File: config.mk
export PLATFORM = sky130hd
export DESIGN_NAME = glyph_ram_writer
export DESIGN_NICKNAME = d
export VERILOG_FILES = /design/src/rtl/glyph_pkg.sv /design/src/rtl/glyph_bit_unpacker.sv /design/src/rtl/glyph_ram_writer.sv
export SDC_FILE = /design/constraint.sdc
export NUM_CORES = 1
export LEC_CHECK = 0
export CAP_MARGIN = 10
export CORE_ASPECT_RATIO = 1.5
export CORE_UTILIZATION = 51
export CTS_BUF_LIST = sky130_fd_sc_hd__clkbuf_16
export DETAILED_ROUTE_END_ITERATION = 6
export PLACE_DENSITY = 0.76
export SLEW_MARGIN = 20
export SYNTH_ARGS = -nofsm -noshare
export SYNTH_HDL_FRONTEND = slang
export SYNTH_HIERARCHICAL = 1
export SYNTH_SLANG_ARGS = --single-unit
File: constraint.sdc
create_clock -name pixel_clk_in -period 1.92 [get_ports pixel_clk_in]
set_clock_uncertainty 0.05 [all_clocks]
set_input_delay 0.192 -clock pixel_clk_in [delete_from_list [all_inputs] [get_ports pixel_clk_in]]
set_output_delay 0.192 -clock pixel_clk_in [all_outputs]
set_load 0.01 [all_outputs]
File: src/rtl/glyph_pkg.sv
// rtl/glyph_pkg.sv - shared glyph RAM geometry, address width helper and writer state type
package glyph_pkg;

    localparam int GLYPH_W         = 24;
    localparam int GLYPH_H         = 24;
    localparam int GLYPH_N         = 10;
    localparam int GLYPH_PIX       = GLYPH_W * GLYPH_H;
    localparam int RAM_DEPTH       = GLYPH_PIX * GLYPH_N;
    localparam int ADDR_W          = $clog2(RAM_DEPTH);
    localparam int BYTES_PER_GLYPH = (GLYPH_PIX + 7) / 8;

    typedef enum logic [1:0] {IDLE, LOAD, SHIFT, DONE} glyph_wr_state_t;

    // Address width for an arbitrary glyph geometry; never narrower than one bit.
    function automatic int addr_width(input int w, input int h, input int n);
        return (w * h * n > 1) ? $clog2(w * h * n) : 1;
    endfunction

endpackage

File: src/rtl/glyph_bit_unpacker.sv
// rtl/glyph_bit_unpacker.sv - byte to MSB-first bit shifter with bit counter
// Ports:
//   pixel_clk_in, rst_in : clock and synchronous active-high reset
//   load                 : capture byte_data, restart the bit count
//   shift                : move to the next bit
//   byte_data            : packed pixel byte, bit 7 first
//   msb                  : current pixel bit
//   last_bit             : high while the eighth bit of the byte is presented
module glyph_bit_unpacker (
    input  logic       pixel_clk_in,
    input  logic       rst_in,
    input  logic       load,
    input  logic       shift,
    input  logic [7:0] byte_data,
    output logic       msb,
    output logic       last_bit
);

    logic [7:0] shreg;
    logic [2:0] bit_cnt;

    always_ff @(posedge pixel_clk_in) begin
        if (rst_in) begin
            shreg   <= '0;
            bit_cnt <= '0;
        end else if (load) begin
            shreg   <= byte_data;
            bit_cnt <= '0;
        end else if (shift) begin
            shreg   <= {shreg[6:0], 1'b0};
            bit_cnt <= bit_cnt + 3'd1;
        end
    end

    assign msb      = shreg[7];
    assign last_bit = (bit_cnt == 3'd7);

endmodule

File: src/rtl/glyph_ram_writer.sv
// rtl/glyph_ram_writer.sv - unpacks a byte stream into per-pixel writes of one glyph slot
// Ports:
//   pixel_clk_in, rst_in          : clock and synchronous active-high reset
//   start_in, glyph_in            : request to load slot glyph_in (taken only when idle)
//   byte_in, byte_valid_in        : packed pixel byte source, bit 7 first
//   byte_ready_out                : byte accepted on this cycle when valid
//   wr_en_out, wr_addr_out,
//   wr_data_out                   : single-bit RAM write port
//   busy_out, done_out, error_out : load status, completion pulse, bad-slot pulse
module glyph_ram_writer
    import glyph_pkg::*;
#(
    parameter  int WIDTH    = GLYPH_W,
    parameter  int HEIGHT   = GLYPH_H,
    parameter  int NUM_IMGS = GLYPH_N,
    localparam int ADDR_W   = addr_width(WIDTH, HEIGHT, NUM_IMGS)
) (
    input  logic              pixel_clk_in,
    input  logic              rst_in,
    input  logic              start_in,
    input  logic [3:0]        glyph_in,
    input  logic [7:0]        byte_in,
    input  logic              byte_valid_in,
    output logic              byte_ready_out,
    output logic              wr_en_out,
    output logic [ADDR_W-1:0] wr_addr_out,
    output logic              wr_data_out,
    output logic              busy_out,
    output logic              done_out,
    output logic              error_out
);

    localparam int PIX   = WIDTH * HEIGHT;
    localparam int CNT_W = (PIX > 1) ? $clog2(PIX) : 1;

    glyph_wr_state_t   state, state_next;
    logic [ADDR_W-1:0] addr;
    logic [CNT_W-1:0]  pix_cnt;
    logic              err_q;
    logic              bad_glyph, accept_start, last_pix;
    logic              load, shift, msb, last_bit;

    assign bad_glyph    = ({28'd0, glyph_in} >= 32'(NUM_IMGS));
    assign accept_start = (state == IDLE) && start_in && !bad_glyph;
    assign last_pix     = (pix_cnt == CNT_W'(PIX - 1));

    glyph_bit_unpacker u_unpacker (
        .pixel_clk_in (pixel_clk_in),
        .rst_in       (rst_in),
        .load         (load),
        .shift        (shift),
        .byte_data    (byte_in),
        .msb          (msb),
        .last_bit     (last_bit)
    );

    always_ff @(posedge pixel_clk_in) begin
        if (rst_in) begin
            state <= IDLE;
        end else begin
            state <= state_next;
        end
    end

    // The address is kept as a running register rather than base+pix_cnt so the
    // RAM port is driven directly from a flop.
    always_ff @(posedge pixel_clk_in) begin
        if (rst_in) begin
            addr    <= '0;
            pix_cnt <= '0;
            err_q   <= 1'b0;
        end else begin
            err_q <= (state == IDLE) && start_in && bad_glyph;
            if (accept_start) begin
                addr    <= ADDR_W'(glyph_in) * ADDR_W'(PIX);
                pix_cnt <= '0;
            end else if (state == SHIFT) begin
                addr    <= addr + 1'b1;
                pix_cnt <= pix_cnt + 1'b1;
            end
        end
    end

    always_comb begin
        state_next     = state;
        byte_ready_out = 1'b0;
        wr_en_out      = 1'b0;
        busy_out       = (state != IDLE);
        done_out       = 1'b0;
        load           = 1'b0;
        shift          = 1'b0;
        case (state)
            IDLE: begin
                if (accept_start) state_next = LOAD;
            end
            LOAD: begin
                byte_ready_out = 1'b1;
                if (byte_valid_in) begin
                    load       = 1'b1;
                    state_next = SHIFT;
                end
            end
            SHIFT: begin
                wr_en_out = 1'b1;
                shift     = 1'b1;
                // Glyph end wins over byte end: trailing bits of a partial final byte are dropped.
                if (last_pix)      state_next = DONE;
                else if (last_bit) state_next = LOAD;
            end
            DONE: begin
                done_out   = 1'b1;
                state_next = IDLE;
            end
            default: state_next = IDLE;
        endcase
    end

    assign wr_addr_out = addr;
    assign wr_data_out = msb & (state == SHIFT);
    assign error_out   = err_q;

endmodule
==> impl_metrics.tcl, run 1 <==
set metrics [dict create \
    synthTopCellsByArea "dfxtp_1, mux2i_1, xnor2_1, ha_1, nor2_1" \
    vias 1622 \
    setup.worst_path.class "reg2out" \
    h-tree-depth 2 \
    vdd_drop_max_mv 0.832 \
    synth_top_cell_by_area "dfxtp_1" \
    ys_seq_area_share_pct 39.9 \
    nets 271 \
    layout_common_cells "dfxtp_1, clkdlybuf4s50_1, nor2_1" \
    syn_area_mm2 0.00186 \
    fin_tns_setup_ns 0 \
    grt-ovfl-total 0 \
    avgRoutedWirePerCell_um 13.3 \
    cts_buffers 5 \
    final_common_cell "dfxtp_1" \
    cp_slowest_cell "clkdlybuf4s50_1" \
    dieArea_mm2 0.00389 \
    rsz0062_at_grt "false" \
    crit_required_ns 1.68 \
    drt-total-wl_um 3880 \
    first_global_vias 1582 \
    gp_congestion 0.786 \
    cts_setup_buffers 0 \
    fin_crit_ns 1.87 \
    cts_sinks 37 \
    synth_top_family_by_area "simple AND/OR/NAND/NOR gates" \
    synth_xor_area_share_pct 9.43 \
    clkLatencyLatePin_ns 0.28 \
    place_ws_ns 0.0675 \
    period_share_pct 97.2 \
    yosys_warnings 6 \
    arrival_ns 1.62 \
    drt_first_pass_iters 4 \
    vias_per_cell 5.57 \
    grt_max_degree 18 \
    synthCells 206 \
    path_cells "nand2b_1 -> inv_1 -> and2_1 -> clkdlybuf4s50_1" \
    slew_violations 0 \
    synthAdderAreaFrac_pct 4.71 \
    p_leak_uw 0.000896 \
    placementRows 26 \
    synth_cell_types 36 \
    layout-drive-gt1-share_pct 8.84 \
    synth_top_area_share_pct 39.9 \
    cts-root-buf "clkbuf_16" \
    place_hpwl_um 2910 \
    clkTransAtPathRegs_ns 0.05 \
    antenna_found_initial 0 \
    clockBufferDepth 2 \
    powerDensity_mw_per_mm2 810 \
    cap_violations 0 \
    pin_count 35 \
    port_buffers 34 \
    synth-compound-area-share_pct 8.22 \
    fmax_mhz 536 \
    synth_edf_count 0 \
    cts_tree "done" \
    setup_slack_ns 0.0536 \
    drt-initial-drc-count 34 \
    synth-main-ff-cell "dfxtp_1" \
    coreArea_mm2 0.00345 \
    maxSlewHeadroom_pct 75.2 \
    drc 0 \
    finalSetupViolations 0 \
    finalHoldViolCount 0 \
    status "finished, final reports clean" \
    ant_nets 0 \
    worst_pin_slew_ns 0.369 \
    whs_ns 0.419 \
    synth_mux_area_share_pct 8.15 \
    initial_core_util_pct 53.9 \
    areaGrowthSynthToFinish_pct 32.0 \
    slowest_delay_ns 0.53 \
    synth_seq_cells 37 \
    die_x_um 51.3 \
    insertedDiodeCount 0 \
    hold_class "in2reg" \
    synth-simple-area-share_pct 25.9 \
    start_kind "register" \
    async_reset_ff_share_pct 0 \
    avgSynthCellArea_um2 9.02 \
    critical_path.endpoint_type "primary output" \
    synth_nets 229 \
    grt_use_total_pct 22.2 \
    path_max_fanout 6 \
    dieHeight_um 75.9 \
    grt_pass1_wl_um 6670 \
]
## final timing paths
| check | from | endpoint | slack (ns) | depth (start not counted) |
|---|---|---|---|---|
| worst min register to register | pix_cnt[1] | pix_cnt[1] | 0.44 | 2 |
| worst max-delay path | state[0] | wr_data_out | 0.05 | 4 |
| worst min-delay path | byte_in[0] | u_unpacker/shreg[0] | 0.42 | 3 |
| worst max register to register | state[0] | wr_addr_out[6] | 0.23 | 6 |
## logic make-up (layout without fill, tap and decap cells)
kind of cell	after synthesis	in the layout
and+or+nand+nor	89	89
xor gates and xnor gates	20	20
adders and majority gates	7	7
DFF	37	37
muxes	15	15
AOI/OAI and AO/OA	23	23
buffers and inverters	15	58
## synthesized netlist by cell type, types with 3 or more instances
cell type  number
nor3_1         11
clkbuf_1        3
or3_1           3
nor2_1         17
inv_1           7
and2_1          7
xor2_1          6
ha_1            7
xnor2_1        14
nand3_1         4
nand2b_1        4
nand4_1         7
nor2b_1         8
a211oi_1        7
nor4_1          3
nand2_1        16
buf_2           3
a21oi_1         5
dfxtp_1        37
mux2i_1        14
o22ai_1         4
## critical path: cells and delay by family (launching register included)
| kind | cells | cell delay [ns] |
|---|---|---|
| flip-flops | 1 | 0.34 |
| AND/OR/NAND/NOR | 2 | 0.32 |
| buffers and inverters | 2 | 0.69 |
## routing by layer
layer	vias up	GRT usage [%]	routed length, µm
met5	-	0	0
met4	0	7.30	45
met3	4	5.42	137
met2	33	40.9	2110
met1	776	23.7	1590
li1	809	-	-
## what timing repair did
action	CTS	global route
hold buffers	0	0
resized for setup	0	1
endpoints found under the setup margin	0	1
## metrics by stage
stage,utilization [%],instances,area [µm²],total power (µW)
2_1_floorplan,-,206,1860,985
3_3_place_gp,66.4,283,2290,1100
3_5_place_dp,66.4,283,2290,1110
4_1_cts,71.1,291,2450,2000
5_1_grt,71.1,291,2450,2070
6_report,71.1,291,2450,1990
## power breakdown
part | switching, µW | internal [µW]
Sequential | 30.8 | 801
Combinational | 115 | 144
Clock | 293 | 602
## flip-flops by register name (all words and copies together) (netlist names)
register / flops
error_out: 1
pix_cnt: 10
state: 2
u_unpacker/bit_cnt: 3
u_unpacker/shreg: 8
wr_addr_out: 13
## layout make-up
class | count | area [µm²]
fill | 277 | 996
clock buffer | 5 | 125
tap | 42 | 52.6
clock inverter | 3 | 37.5
sequential | 37 | 742
timing repair buffer | 43 | 420
inverter | 7 | 26.3
multi-input combinational | 154 | 1050
Power figures use the tool's default switching activity.
==> inputs of run 2 (changes only) <==
CORE_MARGIN = 1   (was default)
SKIP_CTS_REPAIR_TIMING = 1   (was default)
==> results of run 2 <==
Final layout, timing and power as in run 1 (identical DEF).
